`config.mk`:
```
export PLATFORM = sky130hd
export DESIGN_NAME = huff_freq_counter
export DESIGN_NICKNAME = d
export VERILOG_FILES = /design/src/rtl/huff_pkg.sv /design/src/rtl/huff_sym_match.sv /design/src/rtl/huff_freq_counter.sv
export SDC_FILE = /design/constraint.sdc
export NUM_CORES = 1
export LEC_CHECK = 0
export ABC_AREA = 1
export CAP_MARGIN = 20
export CORE_ASPECT_RATIO = 0.7
export CORE_UTILIZATION = 53
export DETAILED_ROUTE_END_ITERATION = 10
export GPL_ROUTABILITY_DRIVEN = 0
export PLACE_DENSITY = 0.78
export SYNTH_ARGS = -nofsm -noshare
export SYNTH_HDL_FRONTEND = slang
export SYNTH_SLANG_ARGS = --single-unit
```
`constraint.sdc`:
```
create_clock -name clk -period 2.45 [get_ports clk]
set_input_delay 0.49 -clock clk [delete_from_list [all_inputs] [get_ports clk]]
set_output_delay 0.49 -clock clk [all_outputs]
set_load 0.1 [all_outputs]
```
`src/rtl/huff_pkg.sv`:
```
// Shared constants, table entry type and controller states for the Huffman
// frequency-counting front end.
package huff_pkg;

  localparam int MAX_CHAR_COUNT = 3;
  localparam int FREQ_W         = 3;
  localparam int CHAR_W         = 8;
  localparam int WORD_W         = 1 + FREQ_W + CHAR_W;
  localparam int IDX_W          = (MAX_CHAR_COUNT > 1) ? $clog2(MAX_CHAR_COUNT) : 1;

  localparam logic [FREQ_W-1:0] FREQ_MAX = {FREQ_W{1'b1}};

  typedef struct packed {
    logic              vld;
    logic [CHAR_W-1:0] ch;
    logic [FREQ_W-1:0] freq;
  } freq_entry_t;

  typedef enum logic [1:0] {
    COLLECT = 2'd0,
    EMIT    = 2'd1,
    HOLD    = 2'd2
  } fc_state_t;

  // Unused slots are all-zero, so they naturally emit as {1,0,0}.
  function automatic logic [WORD_W-1:0] entry_word(input freq_entry_t e);
    return {1'b1, e.freq, e.ch};
  endfunction

endpackage

```
`src/rtl/huff_sym_match.sv`:
```
// Combinational lookup of one character against the frequency table:
// reports a matching valid entry and the lowest free slot.
module huff_sym_match
  import huff_pkg::*;
(
  input  freq_entry_t        entries_i [MAX_CHAR_COUNT],
  input  logic [CHAR_W-1:0]  sym_i,
  output logic               hit_o,
  output logic [IDX_W-1:0]   hit_idx_o,
  output logic               free_avail_o,
  output logic [IDX_W-1:0]   free_idx_o
);

  always_comb begin
    hit_o        = 1'b0;
    hit_idx_o    = '0;
    free_avail_o = 1'b0;
    free_idx_o   = '0;
    // First match / first free wins, giving priority to the lowest index.
    for (int i = 0; i < MAX_CHAR_COUNT; i++) begin
      if (entries_i[i].vld && (entries_i[i].ch == sym_i) && !hit_o) begin
        hit_o     = 1'b1;
        hit_idx_o = IDX_W'(i);
      end
      if (!entries_i[i].vld && !free_avail_o) begin
        free_avail_o = 1'b1;
        free_idx_o   = IDX_W'(i);
      end
    end
  end

endmodule

```
`src/rtl/huff_freq_counter.sv`:
```
// Counts distinct characters of one string, streams the table to the encoder
// one word per cycle, then holds until the encoder finishes the vector.
module huff_freq_counter
  import huff_pkg::*;
(
  input  logic              clk,
  input  logic              reset,
  input  logic              sym_valid,
  input  logic [CHAR_W-1:0] sym_data,
  input  logic              sym_last,
  output logic              sym_ready,
  input  logic              vector_done,
  output logic [WORD_W-1:0] out_word,
  output logic              overflow_err,
  output logic              sat_flag,
  output fc_state_t         dbg_state
);

  // Handshake: a character transfers on any rising edge where sym_valid and
  // sym_ready are both high; sym_ready depends only on state, never on inputs.

  fc_state_t         state_q, state_d;
  freq_entry_t       table_q [MAX_CHAR_COUNT];
  freq_entry_t       table_d [MAX_CHAR_COUNT];
  logic [IDX_W-1:0]  emit_idx_q, emit_idx_d;
  logic [WORD_W-1:0] out_word_q, out_word_d;
  logic              ovf_q, ovf_d;
  logic              sat_q, sat_d;

  logic              hit;
  logic [IDX_W-1:0]  hit_idx;
  logic              free_avail;
  logic [IDX_W-1:0]  free_idx;
  logic [IDX_W-1:0]  next_idx;

  huff_sym_match u_match (
    .entries_i    (table_q),
    .sym_i        (sym_data),
    .hit_o        (hit),
    .hit_idx_o    (hit_idx),
    .free_avail_o (free_avail),
    .free_idx_o   (free_idx)
  );

  assign next_idx = emit_idx_q + 1'b1;

  always_comb begin
    state_d    = state_q;
    table_d    = table_q;
    emit_idx_d = emit_idx_q;
    out_word_d = '0;
    ovf_d      = ovf_q;
    sat_d      = sat_q;
    case (state_q)
      COLLECT: begin
        if (sym_valid) begin
          if (hit) begin
            if (table_q[hit_idx].freq == FREQ_MAX) sat_d = 1'b1;
            else table_d[hit_idx].freq = table_q[hit_idx].freq + 1'b1;
          end else if (free_avail) begin
            table_d[free_idx].vld  = 1'b1;
            table_d[free_idx].ch   = sym_data;
            table_d[free_idx].freq = FREQ_W'(1);
          end else begin
            ovf_d = 1'b1;
          end
          // Entry 0 must already reflect the last character when it appears.
          if (sym_last) begin
            state_d    = EMIT;
            emit_idx_d = '0;
            out_word_d = entry_word(table_d[0]);
          end
        end
      end
      EMIT: begin
        if (emit_idx_q == IDX_W'(MAX_CHAR_COUNT - 1)) begin
          state_d = HOLD;
        end else begin
          emit_idx_d = next_idx;
          out_word_d = entry_word(table_q[next_idx]);
        end
      end
      HOLD: begin
        if (vector_done) begin
          state_d = COLLECT;
          ovf_d   = 1'b0;
          sat_d   = 1'b0;
          for (int i = 0; i < MAX_CHAR_COUNT; i++) table_d[i] = '0;
        end
      end
      default: state_d = COLLECT;
    endcase
  end

  always_ff @(posedge clk or posedge reset) begin
    if (reset) begin
      state_q    <= COLLECT;
      emit_idx_q <= '0;
      out_word_q <= '0;
      ovf_q      <= 1'b0;
      sat_q      <= 1'b0;
      for (int i = 0; i < MAX_CHAR_COUNT; i++) table_q[i] <= '0;
    end else begin
      state_q    <= state_d;
      emit_idx_q <= emit_idx_d;
      out_word_q <= out_word_d;
      ovf_q      <= ovf_d;
      sat_q      <= sat_d;
      for (int i = 0; i < MAX_CHAR_COUNT; i++) table_q[i] <= table_d[i];
    end
  end

  assign sym_ready    = (state_q == COLLECT);
  assign out_word     = out_word_q;
  assign overflow_err = ovf_q;
  assign sat_flag     = sat_q;
  assign dbg_state    = state_q;

endmodule

```
# [Word level (Yosys, flattened, before mapping)]
# Cells that the tools add are included.
[totals] regBits=54 in_bits=13 out_inout_bits=17 elab_cells=121
[op_classes] add_sub_neg=2 order_cmp=5 eq_ne=18 mux=56 n_bitwise=3 reduce_logical=23
[ops] operator="36-bit 2-to-1 mux" n=5
[ops] operator="36-bit bitwise mux" n=4
[ops] operator="12-bit demux with 2-bit select" n=4
[ops] operator="36-bit one-hot mux with 2 select lines" n=1
[ops] operator="12-bit binary-select mux with 2-bit select" n=2
[ops] operator="12-bit 2-to-1 mux" n=4
[ops] operator="11-bit 2-to-1 mux" n=3
[ops] operator="8-bit == test" n=3
[ops] operator="12-bit one-hot mux with 2 select lines" n=1
[ops] operator="2-bit 2-to-1 mux" n=9
[ops] operator="1-bit 2-to-1 mux" n=15
[ops] operator="5-bit AND reduction" n=3
[ops] operator="2-bit != test, second input constant" n=7
[ops] operator="3-bit 2-to-1 mux" n=4
[ops] operator="3-bit >= comparator, second input constant" n=3
[ops] operator="1-bit logical AND" n=9
[ops] operator="2-bit NOT with 3-bit output" n=3
[ops] operator="4-bit AND reduction" n=2
[ops] operator="3-bit by 1-bit < comparator with 1-bit output, second input constant" n=2
[ops] operator="2-bit one-hot mux with 3 select lines" n=1
[ops] operator="1-bit logical NOT" n=5
[ops] operator="2-bit == test, second input constant" n=2
[ops] operator="2-bit by 1-bit != test with 1-bit output, second input constant" n=2
[ops] operator="1-bit one-hot mux with 2 select lines" n=2
[ops] operator="10 further kinds" n=11

# [Logic depth before layout (Yosys ltp)]
# Gate-level depths: netlist of the first run.
[logic_depth] depth_word=20 depth_mapped=21 ltp_nobuf=20

# [Cells and area by module]
# From an unflattened synthesis of the first run, not the netlist that was laid out.
[unflattened] hier_cells=503 hier_area_um2=3379.5
[modules_own_cells] mod="huff_freq_counter" instances=1 cells_each=371 area_per_inst_um2=2796.4 seq_area_each_um2=1351.3
[modules_own_cells] mod="huff_sym_match" instances=1 cells_each=132 area_per_inst_um2=583.1 seq_area_each_um2=0.0

# [Least setup slack after synthesis of the first run]
# Ideal clock, no wire load.
[synth_timing] path_type="register -> register" from="register state_q[1], in the netlist dbg_state[1]" to="register, netlist name table_q[19]" setup_time_ns=0.123 t_arrival_ns=3.034 required_ns=2.327 slack_ns=-0.707 path_stages_with_launch=10 n_path_buf=1 synth_period_minus_slack_ns=3.157 path_cell_list="dfrtp_1 -> nor2_2 -> nand2_1 -> inv_2 -> nor2_1 -> inv_2 -> nand3_1 -> buf_6 -> o21ai_0 -> nand2_1"
[synth_between] elab_chain_len=3 word_cells_on_any_way=9 cone_classes="eq/ne (5); mux (1); reduce/logical (3)"
[synth_lines] item="from (decl)" line_no="huff_freq_counter.sv:22" text="fc_state_t state_q, state_d;"
[synth_lines] item="from (signal assigned)" line_no="huff_freq_counter.sv:104" text="state_q <= state_d;"
[synth_lines] item="2-bit logical NOT *"
[synth_lines] item="named net sym_ready" line_no="huff_freq_counter.sv:11" text="output logic sym_ready,"
[synth_lines] item="3-bit != test (no line), or another cell as far along"
[synth_lines] item="5-bit AND reduction (no line)"
# The timed path passes the listed nets; every way through them passes the cells marked *.
# A chain may end at the register's enable or synchronous reset.

# [Final worst setup path of the first run]
[layout_timing] from="register, netlist name table_q[22]" to="register, netlist name table_q[15]"
[layout_between] elab_chain_len=14 word_cells_on_any_way=23 cone_classes="eq/ne (4); mux (13); bitwise (1); reduce/logical (5)"
[layout_lines] item="8-bit == test *" line_no="huff_sym_match.sv:21" text="if (entries_i[i].vld && (entries_i[i].ch == sym_i) && !hit_o) begin"
[layout_lines] item="1-bit logical AND * (2 in a row)" line_no="huff_sym_match.sv:21"
[layout_lines] item="1-bit 2-to-1 mux" line_no="huff_sym_match.sv:21"
[layout_lines] item="1-bit logical NOT" line_no="huff_sym_match.sv:21"
[layout_lines] item="1-bit logical AND" line_no="huff_sym_match.sv:21"
[layout_lines] item="2-bit 2-to-1 mux" line_no="huff_sym_match.sv:21"
[layout_lines] item="2-bit NOT with 3-bit output (not written as such)" line_no="huff_freq_counter.sv:58, huff_freq_counter.sv:59"
[layout_lines] item="12-bit binary-select mux with 2-bit select / 12-bit demux with 2-bit select (equally long branches)" line_no="huff_freq_counter.sv:58, huff_freq_counter.sv:59"
[layout_lines] item="3-bit 2-to-1 mux (not written as such) / 36-bit bitwise mux (equally long branches)" line_no="huff_freq_counter.sv:58, huff_freq_counter.sv:59"
[layout_lines] item="3-bit 2-to-1 mux (not written as such) / 36-bit 2-to-1 mux (equally long branches)" line_no="huff_freq_counter.sv:58" text="if (table_q[hit_idx].freq == FREQ_MAX) sat_d = 1'b1;"
[layout_lines] item="3-bit == test / 36-bit 2-to-1 mux (equally long branches)" line_no="huff_freq_counter.sv:58, huff_freq_counter.sv:57"
[layout_lines] item="3-bit != test (no line) / 36-bit 2-to-1 mux (equally long branches)"
[layout_lines] item="5-bit AND reduction (no line) / 36-bit one-hot mux with 2 select lines (equally long branches)"
# Mark *: on every way between the ends. The rest lies on a longest branch, timed or not. The select of a mux whose other input is x is not followed.

==> flow_metrics.env, run 1 <==
export IMPL_final_core_util=0.8208
export IMPL_design_portCount=30
export IMPL_place_inst=706
export IMPL_netlist_top_cells_area="dfrtp_1, nand2_1, o21ai_0"
export IMPL_grt_max_degree=30
export IMPL_cp_cell_sequence="inv_1 -> a21boi_0 -> nand2_1 -> nor2_1 -> nand3_2 -> nand3_4 -> o211ai_1 -> o21ai_2 -> ha_4 -> ha_4 -> nor2_4 -> nand2_4 -> nand2_2 -> o21ai_4 -> nand2_1"
export IMPL_worstPathMaxFanout=7
export IMPL_synthCells=535
export IMPL_synth_net_count=551
export IMPL_max_slew_margin_rel=0.6934
export IMPL_cp_top_family="simple AND/OR/NAND/NOR gates"
export IMPL_synth_top_family_by_area="simple AND/OR/NAND/NOR gates"
export IMPL_synth_seq_area_share=0.3731
export IMPL_worst_setup_path_start_kind="flop"
export IMPL_antenna_found_initial=0
export IMPL_hold_violations=0
export IMPL_syn2layout_area_growth_pct=44.94
export IMPL_violations="negative setup slack"
export IMPL_wl_per_cell_um=19.10
export IMPL_crit_type="flop to flop"
export IMPL_drtIter0Drc=753
export IMPL_synth_area_um2=3622
export IMPL_critPathBufInv=1
export IMPL_core_area_um2=6396
export IMPL_n_antenna_cell=0
export IMPL_antenna_left=0
export IMPL_final_common_cell="nand2_1"
export IMPL_dp_hpwl_um=8595
export IMPL_numCtsBuffers=5
export IMPL_maxCapViolations=0
export IMPL_yosys_area_share_simple=0.3475
export IMPL_die_h_um=71.17
export IMPL_fmax_mhz=343.5
export IMPL_synth_cell_types=36
export IMPL_grt_ovfl_total=0
export IMPL_synth_compound_area_frac=0.1641
export IMPL_crit_required_ps=2640
export IMPL_min_path_type="primary input to asynchronous set/reset pin"
export IMPL_layout_drive_gt1_share=0.3822
export IMPL_drt_wl_total_um=14380
export IMPL_finalSetupViolations=36
export IMPL_cts_tree="done"
export IMPL_slew_viol_final=0
export IMPL_p_leak_nw=2.585
export IMPL_fin_nets=678
export IMPL_clkTransAtPathRegs_ps=100
export IMPL_muxShareOfSynthArea=0
export IMPL_ir_drop_v=0.0006817
export IMPL_yosys_area_top_type="dfrtp_1"
export IMPL_final_cells=753
export IMPL_postCtsHoldBufs=0
export IMPL_clk_latency_ps=310
export IMPL_period_share=1.188
export IMPL_syn_avg_cell_area_um2=6.771
export IMPL_dieArea_um2=7174
export IMPL_period_needed_ps=2911
export IMPL_critPathArrivalTime_ps=3100
export IMPL_grt_use_total=0.3768
export IMPL_drc=0
export IMPL_numClockSinks=54
export IMPL_ys_ff_latch=54
export IMPL_worst_pin_slew_ps=455.1
export IMPL_synth_adder_area_share=0.01036
export IMPL_via_per_inst=6.201
export IMPL_yosys_warnings=0
export IMPL_yosysTopAreaCellShare=0.3731
export IMPL_endpoint_kind="flop"
export IMPL_layout_setup_ws_ps=-461.2
export IMPL_first_global_vias=4168
export IMPL_die_w_um=100.8
export IMPL_fin_skew_ps=12.25
export IMPL_crit_path_top_delay_cell="dfrtp_2"
export IMPL_start_util=0.5663
export IMPL_htree_num_levels=2
export IMPL_synthXorXnorAreaFrac=0.01209
export IMPL_clock_path_buffers=2
export IMPL_rsz0062_at_grt="yes"
export IMPL_power_mw=6.089
export IMPL_final_cell_mix="nand2_1, buf_4, dfrtp_1"
export IMPL_p_per_area_nw_per_um2=1160
export IMPL_via_count=4669
export IMPL_cp_slowest_stage_delay_ps=490
export IMPL_status="finished, violations left"
export IMPL_rows=24
export IMPL_hold_worst_slack_ps=441.6
export IMPL_root_buffer="clkbuf_8"
export IMPL_numPortBuffers=29
export IMPL_firstDrtPassIters=6
export IMPL_grt_pass1_wl_um=20530
[logic make-up (layout without fill, tap and decap cells)]
logic type      count (synthesis)  in the layout
xor+xnor                        5              5
buf+inv                        83            207
compound gates                109            109
fa+ha+maj                       3              3
simple gates                  281            284
flops                          54             54
[worst register-to-register path, cell delays in order (launching register included)]
cell,delay (ps)
dfrtp_2,490
inv_1,120
a21boi_0,330
nand2_1,120
nor2_1,140
nand3_2,140
nand3_4,150
o211ai_1,160
o21ai_2,120
ha_4,180
ha_4,190
nor2_4,70
nand2_4,160
nand2_2,150
o21ai_4,180
nand2_1,90
[Yosys cell counts (all sizes together)]
library cell,count
nand2,176
nor4,17
nand4,8
clkinv,2
o211ai,2
and2,1
a21oi,16
ha,3
buf,8
o21ai,69
o31ai,9
xor2,1
nand3,30
o21bai,1
o22ai,10
inv,63
o311ai,1
nand3b,1
a21boi,1
xnor2,4
clkbuf,10
nor3,2
dfrtp,54
nor2,46
[sequential cells by signal (all words and copies together), names as in the netlist]
register	count
dbg_state	2
table_q	36
overflow_err	1
emit_idx_q	2
out_word	12
sat_flag	1
[stage by stage]
step	instance area, um2	TNS [ps]	setup slack, ps
final	5250	-12190	-461.2
after global routing	5250	-14110	-501.3
after CTS	5036	-1270	-68.30
after detailed placement	4513	-27370	-813.1
after global placement	4513	-25330	-762.3
after floorplan	3736	-55.52	-6.398
[final timing paths]
path	from	end	slack, ps	cells after the start
min in group clk	table_q[1]$_DFFE_PP0P_	table_q[1]$_DFFE_PP0P_	500	2
hold / removal	reset	table_q[22]$_DFFE_PP0P_	440	2
max in group asynchronous	reset	table_q[7]$_DFFE_PP0P_	1490	3
setup reg to reg	table_q[22]$_DFFE_PP0P_	table_q[15]$_DFFE_PP0P_	-460	15
setup / recovery	table_q[22]$_DFFE_PP0P_	table_q[15]$_DFFE_PP0P_	-460	15
hold reg to reg	table_q[1]$_DFFE_PP0P_	table_q[1]$_DFFE_PP0P_	500	2
[routing by layer]
layer	wire length, um	track usage	vias up
li1	-	-	2025
met1	5544	0.5295	2131
met2	6188	0.5822	400
met3	1936	0.08103	113
met4	713	0.1192	0
met5	0	0	-
[where the power goes]
group	internal, mW	switching [mW]	leakage (nW)
Sequential	1.17	0.247	0.708
Clock	0.198	0.295	0.0383
Combinational	1.34	2.84	1.84
[final cells by class]
cell class / count / area (um2)
clock buffer: 7 / 76.32
fill: 387 / 1146
inverter: 65 / 249.0
multi-input combinational: 401 / 2347
sequential: 54 / 1360
tap: 91 / 113.9
timing repair buffer: 135 / 1104
[what timing repair did]
action,4_1_cts,5_1_grt
endpoints found under the setup margin,32,32
cloned,4,2
buffers inserted,33,5
hold endpoints to repair,0,0
resized for setup,78,59
pin swaps,23,32
No activity file was read; power rests on OpenSTA's default activity.
==> run 2, diff against run 1 <==
--- a/config.mk
+++ b/config.mk
@@ -12,6 +12,7 @@
 export DETAILED_ROUTE_END_ITERATION = 10
 export GPL_ROUTABILITY_DRIVEN = 0
 export PLACE_DENSITY = 0.78
+export SETUP_SLACK_MARGIN = 0.02
 export SYNTH_ARGS = -nofsm -noshare
 export SYNTH_HDL_FRONTEND = slang
 export SYNTH_SLANG_ARGS = --single-unit
==> run 2 against run 1 <==
Against the previous run: the run still ends with negative setup slack left; flip-flop and latch count is the same; final area decreased by 5.2%; via count decreased by 5.6%; global-route usage fell by 1.4 points; sequential share of layout area is 1.4 points higher; clock skew is 2.4 ps higher; worst setup slack better by 170 ps; critical path type unchanged; highest routed layer unchanged.
==> flow_metrics.env, run 2 (synthesis results as in run 1) <==
export IMPL_period_needed_ps=2738
export IMPL_core_area_um2=6396
export IMPL_period_share=1.118
export IMPL_critPathLaunch="table_q[9]$_DFFE_PP0P_"
export IMPL_cts_tree="done"
export IMPL_p_switching_mw=3.196
export IMPL_via_count=4409
export IMPL_place_inst=710
export IMPL_r2r_slack_ps=-290
export IMPL_intPower_mw=2.593
export IMPL_crit_type="flop to flop"
export IMPL_final_common_cell="nand2_1"
export IMPL_nFillCells=438
export IMPL_drtIter0Drc=547
export IMPL_start_util=0.5663
export IMPL_worst_pin_slew_ps=990.7
export IMPL_rr_endpoint="table_q[6]$_DFFE_PP0P_"
export IMPL_maxCapViolations=0
export IMPL_numClockSinks=54
export IMPL_regToRegStartpoint="table_q[9]$_DFFE_PP0P_"
export IMPL_place_area_um2=4548
export IMPL_firstDrtPassIters=6
export IMPL_final_cell_mix="nand2_1, buf_4, dfrtp_1"
export IMPL_syn2layout_area_growth_pct=37.41
export IMPL_max_slew_margin_rel=0.3371
export IMPL_worstPathMaxFanout=7
export IMPL_final_core_util=0.7782
export IMPL_p_leak_nw=2.487
export IMPL_largest_reg_flops=36
export IMPL_die_h_um=71.17
export IMPL_final_cells=737
export IMPL_power_mw=5.789
export IMPL_htree_num_levels=2
export IMPL_layout_drive_gt1_share=0.3189
export IMPL_root_buffer="clkbuf_8"
export IMPL_critPathCapture="table_q[6]$_DFFE_PP0P_"
export IMPL_endpoint_kind="flop"
export IMPL_status="finished, violations left"
export IMPL_layout_setup_ws_ps=-288.0
export IMPL_power_frac_clock=0.090
export IMPL_slew_viol_final=0
export IMPL_n_antenna_cell=0
export IMPL_p_per_area_nw_per_um2=1163
export IMPL_combPwrFrac=0.666
export IMPL_violations="negative setup slack"
export IMPL_fmax_mhz=365.2
export IMPL_finalSetupViolations=32
export IMPL_first_global_vias=4067
export IMPL_die_w_um=100.8
export IMPL_numCtsBuffers=5
export IMPL_crit_required_ps=2650
export IMPL_clk_latency_ps=310
export IMPL_top_register="table_q"
export IMPL_grt_use_total=0.3623
export IMPL_hold_violations=0
export IMPL_clkTransAtPathRegs_ps=100
export IMPL_pwr_share_seq=0.244
export IMPL_clock_path_buffers=2
export IMPL_rsz0062_at_grt="yes"
export IMPL_antenna_found_initial=0
export IMPL_ir_drop_v=0.0007412
export IMPL_sw_frac_of_total=0.5520
export IMPL_grt_max_degree=35
export IMPL_grt_pass1_wl_um=19930
export IMPL_drc=0
export IMPL_drt_wl_total_um=13030
export IMPL_fin_nets=661
export IMPL_reg2reg_depth=16
export IMPL_postCtsHoldBufs=0
export IMPL_antenna_left=0
export IMPL_dp_hpwl_um=9046
export IMPL_grt_ovfl_total=0
export IMPL_fin_area_um2=4977
export IMPL_wl_per_cell_um=17.68
export IMPL_final_setup_tns_ps=-8492
export IMPL_worst_setup_path_start_kind="flop"
export IMPL_via_per_inst=5.982
export IMPL_numPortBuffers=29
export IMPL_dieArea_um2=7174
export IMPL_place_ws_ps=-792.2
export IMPL_fin_skew_ps=14.65
export IMPL_hold_worst_slack_ps=514.2
export IMPL_rows=24
export IMPL_min_path_type="flop to flop"
export IMPL_design_portCount=30
export IMPL_critPathArrivalTime_ps=2940
[run 2: metal layers]
layer / vias up / wire, um / track usage
met5: - / 0 / 0
met3: 62 / 1884 / 0.09980
li1: 1987 / - / -
met4: 0 / 407 / 0.09984
met2: 368 / 5441 / 0.5365
met1: 1992 / 5296 / 0.5208
[run 2: repair_timing]
action,4_1_cts,5_1_grt
endpoints found under the setup margin,32,32
gates resized for setup,54,37
setup buffers,9,7
cloned,3,1
pin swaps,18,26
endpoints found under the hold margin,0,0
[run 2: power by group through the flow]
stage	clock network, mW	registers (mW)	logic (mW)
2_1_floorplan	0	2.10	1.74
3_3_place_gp	0	1.39	3.38
3_5_place_dp	0	1.40	3.45
4_1_cts	0.525	1.38	3.67
5_1_grt	0.551	1.43	4.11
6_report	0.523	1.41	3.85
[run 2: worst min path at each step]
stage | from | end | slack [ps] | cells past startpoint
2_1_floorplan | table_q[1]$_DFFE_PP0P_ | table_q[1]$_DFFE_PP0P_ | 450 | 2
3_3_place_gp | table_q[2]$_DFFE_PP0P_ | table_q[2]$_DFFE_PP0P_ | 470 | 2
3_5_place_dp | table_q[0]$_DFFE_PP0P_ | table_q[0]$_DFFE_PP0P_ | 490 | 2
4_1_cts | table_q[1]$_DFFE_PP0P_ | table_q[1]$_DFFE_PP0P_ | 510 | 2
5_1_grt | table_q[2]$_DFFE_PP0P_ | table_q[2]$_DFFE_PP0P_ | 530 | 2
6_report | table_q[1]$_DFFE_PP0P_ | table_q[1]$_DFFE_PP0P_ | 510 | 2
[run 2: cell type report]
type	count	area (um2)	area share
Multi-Input combinational cell	400	2196	0.4412
Sequential cell	54	1359	0.2730
Clock inverter	1	5.005	0.001006
Clock buffer	7	86.33	0.01735
Inverter	65	251.5	0.05053
Tap cell	91	113.9	0.02288
Timing Repair Buffer	119	965.9	0.1941
[run 2: worst max-delay path, cell delays in order, from the launching register on]
cell and delay, ps:
dfrtp_1 450, inv_1 110, nand2_1 60, nand2_1 140, nand4_1 190, nor2_4 220, nand3_4 120, buf_4 160
o21ai_1 130, ha_2 240, ha_4 200, nand3_4 80, nand3_4 170, buf_12 180, nor2_8 60, nand2_2 60
nand2_2 50
